`config.mk`:
```
export PLATFORM = sky130hd
export DESIGN_NAME = mc_state_sequencer
export DESIGN_NICKNAME = d
export VERILOG_FILES = /design/src/rtl/mc_ctrl_pkg.sv /design/src/rtl/mc_next_state.sv /design/src/rtl/mc_state_sequencer.sv
export SDC_FILE = /design/constraint.sdc
export NUM_CORES = 1
export LEC_CHECK = 0
export BUFFER_PORTS_ARGS = -buffer_cell sky130_fd_sc_hd__buf_2
export CAP_MARGIN = 20
export CORE_MARGIN = 5
export CORE_UTILIZATION = 50
export CTS_CLUSTER_SIZE = 25
export DETAILED_ROUTE_END_ITERATION = 6
export GPL_TIMING_DRIVEN = 0
export PLACE_DENSITY = 0.75
export SYNTH_ARGS = -nofsm -noshare
export SYNTH_HDL_FRONTEND = slang
export SYNTH_SLANG_ARGS = --single-unit
export TNS_END_PERCENT = 100
```
`constraint.sdc`:
```
create_clock -name CLK -period 3.65 [get_ports CLK]
set_input_delay 0.1825 -clock CLK [delete_from_list [all_inputs] [get_ports CLK]]
set_output_delay 0.1825 -clock CLK [all_outputs]
set_load 0.01 [all_outputs]
```
`src/rtl/mc_ctrl_pkg.sv`:
```
// Shared state and opcode codes for the multicycle MIPS control path.
// The output decoder relies on these exact state encodings.
package mc_ctrl_pkg;

    localparam logic [2:0] ST_IF   = 3'b000;
    localparam logic [2:0] ST_ID   = 3'b001;
    localparam logic [2:0] ST_AEXE = 3'b110;
    localparam logic [2:0] ST_BEXE = 3'b101;
    localparam logic [2:0] ST_CEXE = 3'b010;
    localparam logic [2:0] ST_MEM  = 3'b011;
    localparam logic [2:0] ST_AWB  = 3'b111;
    localparam logic [2:0] ST_CWB  = 3'b100;

    typedef enum logic [2:0] {
        S_IF   = ST_IF,
        S_ID   = ST_ID,
        S_AEXE = ST_AEXE,
        S_BEXE = ST_BEXE,
        S_CEXE = ST_CEXE,
        S_MEM  = ST_MEM,
        S_AWB  = ST_AWB,
        S_CWB  = ST_CWB
    } state_e;

    localparam logic [5:0] OP_ADDI = 6'b000010;
    localparam logic [5:0] OP_ORI  = 6'b010010;
    localparam logic [5:0] OP_SLL  = 6'b011000;
    localparam logic [5:0] OP_ADD  = 6'b000000;
    localparam logic [5:0] OP_SUB  = 6'b000001;
    localparam logic [5:0] OP_MOVE = 6'b100000;
    localparam logic [5:0] OP_SLT  = 6'b100111;
    localparam logic [5:0] OP_SW   = 6'b110000;
    localparam logic [5:0] OP_LW   = 6'b110001;
    localparam logic [5:0] OP_BEQ  = 6'b110100;
    localparam logic [5:0] OP_J    = 6'b111000;
    localparam logic [5:0] OP_JR   = 6'b111001;
    localparam logic [5:0] OP_OR   = 6'b010000;
    localparam logic [5:0] OP_AND  = 6'b010001;
    localparam logic [5:0] OP_JAL  = 6'b111010;
    localparam logic [5:0] OP_HALT = 6'b111111;

endpackage

```
`src/rtl/mc_next_state.sv`:
```
// Next-state, retire and halt-set decode for the multicycle sequencer.
// Purely combinational; the caller owns all registers.
module mc_next_state
    import mc_ctrl_pkg::*;
(
    input  state_e     state,
    input  logic [5:0] opcode,
    input  logic       imem_ready,
    input  logic       dmem_ready,
    input  logic       halted,
    output state_e     next_state,
    output logic       retire,
    output logic       set_halt
);

    always_comb begin
        next_state = state;
        retire     = 1'b0;
        set_halt   = 1'b0;
        unique case (state)
            S_IF: begin
                if (!halted && imem_ready)
                    next_state = S_ID;
            end
            S_ID: begin
                unique case (opcode)
                    OP_J, OP_JR, OP_JAL: begin
                        next_state = S_IF;
                        retire     = 1'b1;
                    end
                    OP_HALT: begin
                        next_state = S_IF;
                        set_halt   = 1'b1;
                    end
                    OP_BEQ:       next_state = S_BEXE;
                    OP_SW, OP_LW: next_state = S_CEXE;
                    default:      next_state = S_AEXE;
                endcase
            end
            S_AEXE: next_state = S_AWB;
            S_BEXE: begin
                next_state = S_IF;
                retire     = 1'b1;
            end
            S_CEXE: next_state = S_MEM;
            S_MEM: begin
                // Only sw and lw reach MEM, so anything but lw ends here
                if (dmem_ready) begin
                    if (opcode == OP_LW) begin
                        next_state = S_CWB;
                    end else begin
                        next_state = S_IF;
                        retire     = 1'b1;
                    end
                end
            end
            S_AWB, S_CWB: begin
                next_state = S_IF;
                retire     = 1'b1;
            end
            default: next_state = S_IF;
        endcase
    end

endmodule

```
`src/rtl/mc_state_sequencer.sv`:
```
// State register, halt latch and debug counters for the multicycle CPU.
// Sequencing decisions come from mc_next_state.
module mc_state_sequencer
    import mc_ctrl_pkg::*;
#(
    parameter int CNT_W = 32
) (
    input  logic             CLK,
    input  logic             Reset,
    input  logic [5:0]       opcode,
    input  logic             imem_ready,
    input  logic             dmem_ready,
    output logic [2:0]       state,
    output logic             halted,
    output logic             instr_retire,
    output logic [CNT_W-1:0] cycle_cnt,
    output logic [CNT_W-1:0] instr_cnt
);

    state_e cur;
    state_e nxt;
    logic   retire;
    logic   set_halt;

    mc_next_state u_next (
        .state      (cur),
        .opcode     (opcode),
        .imem_ready (imem_ready),
        .dmem_ready (dmem_ready),
        .halted     (halted),
        .next_state (nxt),
        .retire     (retire),
        .set_halt   (set_halt)
    );

    always_ff @(posedge CLK or posedge Reset) begin
        if (Reset) begin
            cur       <= S_IF;
            halted    <= 1'b0;
            cycle_cnt <= '0;
            instr_cnt <= '0;
        end else begin
            cur <= nxt;
            if (set_halt)
                halted <= 1'b1;
            // The halt-decode cycle still counts; freezing starts after
            if (!halted)
                cycle_cnt <= cycle_cnt + 1'b1;
            if (retire)
                instr_cnt <= instr_cnt + 1'b1;
        end
    end

    assign state        = cur;
    assign instr_retire = retire;

endmodule

```
==> results of run 1 <==
==> final cells by class <==
cell class,instances,area share
Timing Repair Buffer,76,0.09527
Tap cell,77,0.02413
Clock inverter,2,0.008775
Buffer,10,0.01504
Multi-Input combinational cell,217,0.3870
Sequential cell,68,0.4262
Inverter,6,0.006268
Clock buffer,13,0.03729
==> routing by layer <==
metal,vias up,global-route usage
met5,-,0
met3,8,0.04298
li1,1231,-
met1,1203,0.2195
met2,58,0.2696
met4,0,0.07538
==> power breakdown <==
| group | leakage [nW] | total [W] | switching [W] | internal [W] |
|---|---|---|---|---|
| logic | 1.03 | 0.000546 | 0.000296 | 0.000250 |
| registers | 0.915 | 0.000986 | 0.000133 | 0.000852 |
| clock network | 0.0935 | 0.000599 | 0.000268 | 0.000331 |
| total | 2.04 | 0.00213 | 0.000698 | 0.00143 |
==> kinds of logic (layout without fill, tap and decap cells) <==
logic type	after synthesis	in the layout	share of synthesized area
compound gates	14	14	0.03345
xor+xnor	62	62	0.1631
fa+ha+maj	2	2	0.007515
buf+inv	16	107	0.02480
flops	68	68	0.5111
mux	4	4	0.01278
simple gates	135	135	0.2473
==> sequential cells by signal, summed over array words and instances, names as in the netlist <==
name       cells
cycle_cnt     32
instr_cnt     32
state          3
halted         1
==> stage by stage <==
stage	hold slack [ns]	util	total power, W	worst slack (ns)	std cells
finish	0.01125	0.6217	0.002131	1.441	469
global route	0.09039	0.6217	0.002268	1.317	469
CTS	0.04584	0.6217	0.002157	1.423	469
detailed placement	0.4143	0.5930	0.001556	1.585	454
global placement	0.4538	0.5926	0.001545	0.9255	454
floorplan	0.3226	-	0.001349	1.756	301
==> placed cells by master (no fill, tap or decap), types with 2 or more instances in the layout <==
master     n
and4_1     6
buf_6      2
nor2_1    17
o21ai_0    5
nand2_2    2
xor2_1    19
clkbuf_1   5
inv_1      5
nor4_2     2
nor4_1     5
mux2i_1    2
nor4_4     2
nand3_1   27
ha_1       2
nand4_1   14
nor3_1     3
nand4b_1   3
dfrtp_1   68
xnor2_1   43
nand2_1   24
clkbuf_8  10
and2_1     3
and3_1    13
buf_2     82
nand2b_1   3
and3b_1    2
==> path summary, 6_finish.rpt <==
kind,startpoint,to,slack [ns],cells after the start
worst min register to register,instr_cnt[31]$_DFFE_PP0P_,instr_cnt[31]$_DFFE_PP0P_,0.46,1
min in group CLK,dmem_ready,state[1]$_DFFE_PP0P_,0.11,2
worst max register to register,halted$_DFFE_PP0P_,cycle_cnt[31]$_DFFE_PP0N_,1.56,7
max in group asynchronous,Reset,instr_cnt[14]$_DFFE_PP0P_,3.12,2
worst min-delay path,Reset,cycle_cnt[17]$_DFFE_PP0N_,0.01,2
worst max-delay path,state[0]$_DFFE_PP0P_,instr_retire,1.44,6
==> results.py, run 1 <==
metrics = {
    "run_status": {
        "status": "completed",
    },
    "clock_network": {
        "cts_max_level": 3,
        "clk_latency_ns": 0.33,
        "cts_tree": "built",
        "cts_post_setup_buffers_inserted": 0,
        "cts_made_buffers": 9,
        "clock-root-buffer": "clkbuf_8",
        "path_clk_slew_ns": 0.07,
        "cts_num_sinks": 68,
        "cts_resized": 0,
        "postCtsHoldBufs": 0,
        "cts_buffer_depth": 2,
    },
    "global_routing": {
        "grt_max_degree": 69,
        "grt_usage": 0.1699,
        "antenna_found_initial": 0,
        "grt-ovfl-total": 0,
        "grt_pass1_wl_mm": 11.56,
        "grt_pass1_vias": 2427,
    },
    "floorplan": {
        "core_sq_mm": 0.006422,
        "die_x_microns": 91.60,
        "start_util": 0.5184,
        "dieArea_sq_mm": 0.008391,
        "num_io_pins": 79,
        "die_y_microns": 91.60,
        "rows": 29,
    },
    "critical_path": {
        "critPathMaxFanout": 10,
        "crit_buf_inv": 3,
        "worst_setup_path_end_kind": "output port",
        "worstSetupPathType": "reg -> out",
        "critPathRequiredTime_ns": 3.47,
        "setup.worst_path.start_class": "flop",
        "cpPeakStageDelay_ns": 0.43,
        "crit_chain": "nand2b_1 -> and2_1 -> or3_1 -> buf_2 -> buf_6 -> buf_2",
        "crit_top_cell": "buf_2",
        "arrival_ns": 2.03,
        "cp_top_family": "simple AND/OR/NAND/NOR gates",
        "crit_slowest_cell": "dfrtp_1",
    },
    "finish": {
        "final_layout_size_suffix_gt1_frac": 0.2832,
        "regArea_sq_mm": 0.001702,
        "num_antenna_cells": 0,
        "nets": 400,
        "n_fill_cell": 565,
        "postLayoutCellArea_sq_mm": 0.003993,
        "syn_to_final_growth_pct": 19.92,
        "multi_input_area_sq_mm": 0.001545,
    },
    "logic_synthesis": {
        "netlist_instances": 301,
        "netlist_top_cells_area": "dfrtp_1, xnor2_1, xor2_1, nand3_1, nand2_1",
        "synth.cell_area_sq_mm": 0.003329,
        "yosysTopAreaCell": "dfrtp_1",
        "synthFlopType": "dfrtp_1",
        "syn_area_per_cell_sq_um": 11.06,
        "synth_top_cells_by_count": "dfrtp_1, xnor2_1, nand3_1",
        "synth_edf_count": 0,
        "yosysTopAreaCellShare": 0.5111,
        "async_flop_share": 1.000,
        "synth-seq-cells": 68,
        "yosysWarnings": 0,
        "yosysSeqAreaShare": 0.5111,
        "ys_types": 45,
        "syn-num-nets": 313,
        "yosysMostFrequentCell": "dfrtp_1",
    },
    "place": {
        "gp_congestion": 0.8112,
        "placed_area_sq_mm": 0.003809,
        "port_buffers": 76,
        "dp_hpwl_mm": 4.797,
    },
    "detailed_routing": {
        "met1_length_mm": 3.086,
        "dr_wl_met2_mm": 3.167,
        "wl_met3_microns": 389,
        "drc": 0,
        "drt_iter0_drc": 118,
        "first_pass_iters": 4,
        "top_layer_used": "met4",
        "routed_via_density": 5.330,
        "wl_per_cell_microns": 14.41,
        "drtAntennaViolNets": 0,
        "route.final.wire_length_mm": 6.756,
        "vias": 2500,
    },
    "timing": {
        "finalCritPeriodShare": 0.6051,
        "slew_violations": 0,
        "skew_ns": 0.006348,
        "fmax_ghz": 0.4528,
        "period_needed_ns": 2.209,
        "relSlewSlack": 0.4629,
        "fin_setup_tns_ns": 0,
        "worst_slew_pin_slew_ns": 0.8057,
        "setup_viol": 0,
        "hold_violations": 0,
        "rsz0062_at_grt": "no",
    },
    "pwr": {
        "cellLeakagePower_nw": 2.043,
        "peakVddDrop_uv": 358.5,
        "power_density_mw_per_mm2": 533.7,
    },
    "hold_path": {
        "hold_class": "in -> async",
    },
    "run": {
        "max-cap-violations": 0,
    },
}
No activity file was read; power rests on OpenSTA's default activity.
==> run 2: changes to the inputs <==
Settings changed: CORE_UTILIZATION 50 to 48.
Clock period 3.65 ns to 1.9 ns, I/O delays scaled along.
==> run 2 against run 1 <==
Net effect:
- cell area increased by 5.8%
- sequential power is 91% higher
- largest power group unchanged
- cell count increased by 4.7%
- sequential share of layout area is 2.2 points lower
- first-iteration DRC count shrank 2.5%
- clock power increased by 92%
- highest routed layer unchanged
- flip-flop and latch count did not move
==> results.py, run 2 (synthesis results as in run 1) <==
metrics = {
    "timing": {
        "period_needed_ns": 1.854,
        "finalCritPeriodShare": 0.9758,
        "worst_slew_pin_slew_ns": 0.8281,
        "rsz0062_at_grt": "yes",
        "setup_viol": 0,
        "fin_setup_tns_ns": 0,
        "relSlewSlack": 0.4480,
        "hold_violations": 0,
        "skew_ns": 0.01243,
        "fmax_ghz": 0.5394,
        "slew_violations": 0,
    },
    "clock_network": {
        "cts_tree": "built",
        "cts_num_sinks": 68,
        "path_clk_slew_ns": 0.07,
        "clock-root-buffer": "clkbuf_8",
        "cts_max_level": 3,
        "cts_buffer_depth": 2,
        "clk_latency_ns": 0.34,
        "cts_made_buffers": 9,
    },
    "detailed_routing": {
        "route.final.wire_length_mm": 7.287,
        "drtAntennaViolNets": 0,
        "drt_iter0_drc": 115,
        "routed_via_density": 5.314,
        "wl_per_cell_microns": 14.84,
        "vias": 2609,
        "first_pass_iters": 4,
        "drc": 0,
    },
    "global_routing": {
        "grt_usage": 0.1793,
        "grt-ovfl-total": 0,
        "antenna_found_initial": 0,
        "grt_max_degree": 69,
        "grt_pass1_wl_mm": 12.30,
        "grt_pass1_vias": 2505,
    },
    "run_status": {
        "status": "completed",
    },
    "critical_path": {
        "arrival_ns": 2.08,
        "worst_setup_path_end_kind": "flop",
        "critPathRequiredTime_ns": 2.12,
        "critPathMaxFanout": 6,
        "worstSetupPathType": "reg -> reg",
        "setup.worst_path.start_class": "flop",
    },
    "place": {
        "placed_area_sq_mm": 0.003812,
        "gp_congestion": 0.7944,
        "dp_hpwl_mm": 4.829,
        "port_buffers": 76,
    },
    "run": {
        "max-cap-violations": 0,
    },
    "finish": {
        "n_fill_cell": 531,
        "postLayoutCellArea_sq_mm": 0.004223,
        "final_layout_size_suffix_gt1_frac": 0.3455,
        "num_antenna_cells": 0,
        "syn_to_final_growth_pct": 26.83,
        "mostFrequentLayoutCells": "buf_2, dfrtp_1, xnor2_1, nand3_1, nand2_1",
        "final_common_cell": "buf_2",
        "nets": 419,
    },
    "floorplan": {
        "core_sq_mm": 0.006756,
        "rows": 30,
        "die_y_microns": 93.29,
        "start_util": 0.4928,
        "dieArea_sq_mm": 0.008702,
        "die_x_microns": 93.29,
        "num_io_pins": 79,
    },
    "pwr": {
        "cellLeakagePower_nw": 2.152,
        "power_density_mw_per_mm2": 1034,
        "peakVddDrop_uv": 813.1,
    },
    "hold_path": {
        "hold_class": "in -> reg",
    },
}
-- run 2: final cells by class --
cell class	instances	area [sq um]	share of cell area
inverters	6	25.02	0.005926
clock buffers	13	148.9	0.03526
well taps	80	100.1	0.02370
clock inverters	2	35.03	0.008296
flip-flops and latches	68	1707	0.4041
repair buffers	98	554.3	0.1313
multi-input cells	217	1597	0.3781
plain buffers	7	56.30	0.01333
-- run 2: critical path, cell delays in order (launching register included) --
cell and delay (ns):
dfrtp_1 0.36, ha_2 0.20, nand3b_1 0.11, or4_1 0.50, buf_6 0.15, nor3_4 0.17
nand2_1 0.09, xnor2_1 0.14
-- run 2: per-layer routing --
metal	track usage	share of wire
met1	0.2281	0.44
met2	0.2859	0.47
met3	0.04505	0.063
met4	0.08425	0.022
met5	0	0
-- run 2: power by group --
| part | internal (W) | leakage (nW) | switching, W |
|---|---|---|---|
| sequential | 0.00164 | 0.910 | 0.000240 |
| combinational | 0.000652 | 1.15 | 0.000677 |
| clock | 0.000635 | 0.0935 | 0.000518 |
| total | 0.00293 | 2.15 | 0.00143 |
-- run 2: path summary, 6_finish.rpt --
kind | startpoint | endpoint | slack, ns | cells after the start
worst min register to register | instr_cnt[31]$_DFFE_PP0P_ | instr_cnt[31]$_DFFE_PP0P_ | 0.46 | 1
max in group asynchronous | Reset | state[2]$_DFFE_PP0P_ | 0.84 | 3
worst max register to register | cycle_cnt[0]$_DFFE_PP0N_ | cycle_cnt[26]$_DFFE_PP0N_ | 0.05 | 7
min in group asynchronous | Reset | cycle_cnt[18]$_DFFE_PP0N_ | 0.47 | 3
worst max-delay path | cycle_cnt[0]$_DFFE_PP0N_ | cycle_cnt[26]$_DFFE_PP0N_ | 0.05 | 7
worst min-delay path | dmem_ready | state[1]$_DFFE_PP0P_ | 0.02 | 2
-- run 2: repair_timing --
action / in CTS / in global routing
setup buffers: 15 / 6
pin swaps: 7 / 2
resized for setup: 13 / 7
hold endpoints to repair: 68 / 0
hold buffers: 1 / 0
endpoints found under the setup margin: 17 / 26
gates cloned: 0 / 0
-- run 2: stage by stage --
stage / worst slack [ns] / utilization / instances / hold WS [ns] / power (W)
floorplan: 0.01517 / - / 301 / 0.2351 / 0.002591
global placement: -0.7661 / 0.5639 / 457 / 0.3773 / 0.002964
detailed placement: -0.2069 / 0.5643 / 457 / 0.3251 / 0.002993
CTS: -0.03140 / 0.6157 / 486 / 0.02108 / 0.004362
global route: -0.03661 / 0.6250 / 491 / 0.03958 / 0.004623
finish: 0.04592 / 0.6250 / 491 / 0.02194 / 0.004366
==> run 3: changes to the inputs <==
Settings changed: PLACE_DENSITY 0.75 to 0.76, SYNTH_HIERARCHICAL from default to 1.
==> run 3 against run 2 <==
Net effect:
- hold slack improved by 0.029 ns
- clock skew fell by 0.0040 ns
- via count fell by 6.6%
- die area fell by 4.9%
- wire length fell by 8.8%
- cell area fell by 5.2%
- clock power fell by 9%
- cell count fell by 6.7%
- flip-flop and latch count did not move
- critical path type unchanged
==> results.py, run 3 <==
metrics = {
    "global_routing": {
        "grt_pass1_vias": 2448,
        "grt-ovfl-total": 0,
        "grt_pass1_wl_mm": 11.23,
        "grt_usage": 0.1631,
        "grt_max_degree": 41,
        "antenna_found_initial": 0,
    },
    "logic_synthesis": {
        "synth.cell_area_sq_mm": 0.003147,
        "yosysSeqAreaShare": 0.5408,
        "async_flop_share": 1.000,
        "netlist_instances": 275,
        "yosysMostFrequentCell": "dfrtp_1",
        "syn-num-nets": 287,
        "ys_types": 41,
        "netlist_top_cells_area": "dfrtp_1, xnor2_1, nand4_1, xor2_1, nand3_1",
        "synth_top_cells_by_count": "dfrtp_1, xnor2_1, nand2_1",
        "yosysTopAreaCellShare": 0.5408,
        "yosysTopAreaCell": "dfrtp_1",
        "synth-seq-cells": 68,
        "syn_area_per_cell_sq_um": 11.44,
        "synthFlopType": "dfrtp_1",
        "synth_edf_count": 0,
        "yosysWarnings": 6,
    },
    "timing": {
        "finalCritPeriodShare": 0.9374,
        "rsz0062_at_grt": "yes",
        "period_needed_ns": 1.781,
        "setup_viol": 0,
        "slew_violations": 0,
        "fin_setup_tns_ns": 0,
        "relSlewSlack": 0.4115,
        "worst_slew_pin_slew_ns": 0.8809,
        "skew_ns": 0.008411,
        "fmax_ghz": 0.5614,
        "hold_violations": 0,
    },
    "clock_network": {
        "clk_latency_ns": 0.34,
        "cts_buffer_depth": 2,
        "cts_tree": "built",
        "cts_num_sinks": 68,
        "clock-root-buffer": "clkbuf_8",
        "cts_max_level": 3,
        "cts_made_buffers": 9,
        "path_clk_slew_ns": 0.07,
    },
    "finish": {
        "final_common_cell": "buf_2",
        "mostFrequentLayoutCells": "buf_2, dfrtp_1, xnor2_1, nand2_1",
        "syn_to_final_growth_pct": 27.16,
        "nets": 389,
        "final_layout_size_suffix_gt1_frac": 0.3491,
        "num_antenna_cells": 0,
        "final_cells": 458,
    },
    "place": {
        "port_buffers": 78,
        "place_inst": 431,
        "gp_congestion": 0.8220,
        "dp_hpwl_mm": 4.750,
    },
    "critical_path": {
        "cp.depth": 7,
        "arrival_ns": 2.01,
        "crit_chain": "buf_6 -> or2b_1 -> a211o_1 -> nand4_1 -> nor2_4 -> nand4_1 -> xnor2_1",
        "worst_setup_path_end_kind": "flop",
        "crit_buf_inv": 1,
        "crit_top_cell": "nand4_1",
        "critPathMaxFanout": 8,
        "cpPeakStageDelay_ns": 0.41,
        "cp_top_family": "simple AND/OR/NAND/NOR gates",
        "reg2reg_depth": 7,
        "critPathRequiredTime_ns": 2.13,
        "crit_slowest_cell": "dfrtp_2",
        "setup.worst_path.start_class": "flop",
        "worstSetupPathType": "reg -> reg",
    },
    "floorplan": {
        "rows": 29,
        "dieArea_sq_mm": 0.008275,
        "core_sq_mm": 0.006350,
        "num_io_pins": 79,
        "die_x_microns": 90.97,
        "start_util": 0.4956,
        "die_y_microns": 90.97,
    },
    "detailed_routing": {
        "drc": 0,
        "drt_iter0_drc": 65,
        "drtAntennaViolNets": 0,
        "vias": 2436,
        "route.final.wire_length_mm": 6.647,
        "first_pass_iters": 4,
        "routed_via_density": 5.319,
        "wl_per_cell_microns": 14.51,
    },
    "hold_path": {
        "min_delay_path_depth": 3,
        "hold_class": "in -> reg",
    },
    "run": {
        "max-cap-violations": 0,
    },
    "pwr": {
        "power_density_mw_per_mm2": 990.6,
        "peakVddDrop_uv": 780.4,
        "cellLeakagePower_nw": 1.984,
    },
    "run_status": {
        "status": "completed",
    },
}
## run 3: cell count changes in the layout (fill, tap and decap cells not counted), moves of 5 or more
cell and change:
nand4_1 +7, xnor2_1 +5, and3_1 -7, nand3_1 -5, xor2_1 -5, buf_4 -12
## run 3: logic make-up after synthesis
group,share of synthesized area
AND/OR/NAND/NOR,0.2410
buffers and inverters,0.005965
multiplexers,0.007157
AO/OA/AOI/OAI,0.02465
XOR/XNOR,0.1726
flip-flops,0.5408
adder cells (fa/ha/maj),0.007951
## run 3: repair_timing
action / in CTS / in global routing
endpoints found under the hold margin: 39 / 0
setup endpoints to repair: 19 / 30
gates resized for setup: 3 / 9
setup buffers: 5 / 6
hold buffers: 1 / 0
pin swaps: 5 / 9
## run 3: where the power goes
part,internal (W),switching [W]
registers,0.00164,0.000278
clock network,0.000532,0.000521
logic,0.000513,0.000478
## run 3: final timing paths
kind                                            from                   endpoint  slack (ns)
hold reg to reg            cycle_cnt[31]$_DFFE_PP0N_  cycle_cnt[31]$_DFFE_PP0N_        0.47
max in group asynchronous                      Reset         state[0]$_DFF_PP0_        0.81
hold / removal                            imem_ready         state[0]$_DFF_PP0_        0.05
min in group asynchronous                      Reset   instr_cnt[4]$_DFFE_PP0P_        0.48
setup reg to reg                  state[1]$_DFF_PP0_  instr_cnt[28]$_DFFE_PP0P_        0.12
setup / recovery                  state[1]$_DFF_PP0_  instr_cnt[28]$_DFFE_PP0P_        0.12
## run 3: cell type report
cell class	instances	area (sq um)
clock buffer	11	151.4
clock inverter	4	25.02
fill	503	2349
inverter	5	22.52
multi-input combinational	202	1490
sequential	68	1705
tap	77	96.34
timing repair buffer	91	510.5
## run 3: worst register-to-register path, delay by kind of cell, from the launching register on
| family | cells | cell delay (ns) |
|---|---|---|
| compound gates | 1 | 0.17 |
| xor+xnor | 1 | 0.15 |
| buf+inv | 1 | 0.13 |
| flops | 1 | 0.41 |
| simple gates | 4 | 0.81 |
## run 3: metrics by stage
step	area [sq um]	power [W]	setup WS, ns	hold slack [ns]	util
after global routing	4001	0.004201	-0.05346	0.05345	0.6301
after floorplan	3174	0.002470	0.008381	0.2517	-
after global placement	3661	0.002778	-0.1906	0.3924	0.5766
final	4001	0.003964	0.1189	0.05046	0.6301
after detailed placement	3681	0.002818	-0.2340	0.3171	0.5797
after CTS	3919	0.003939	-0.01781	0.03391	0.6171
## run 3: layer usage
layer	up-vias	routed length [microns]	global-route usage
li1	1184	-	-
met1	1194	3045	0.2116
met2	51	3202	0.2578
met3	7	301	0.04876
met4	0	98	0.06235
met5	-	0	0
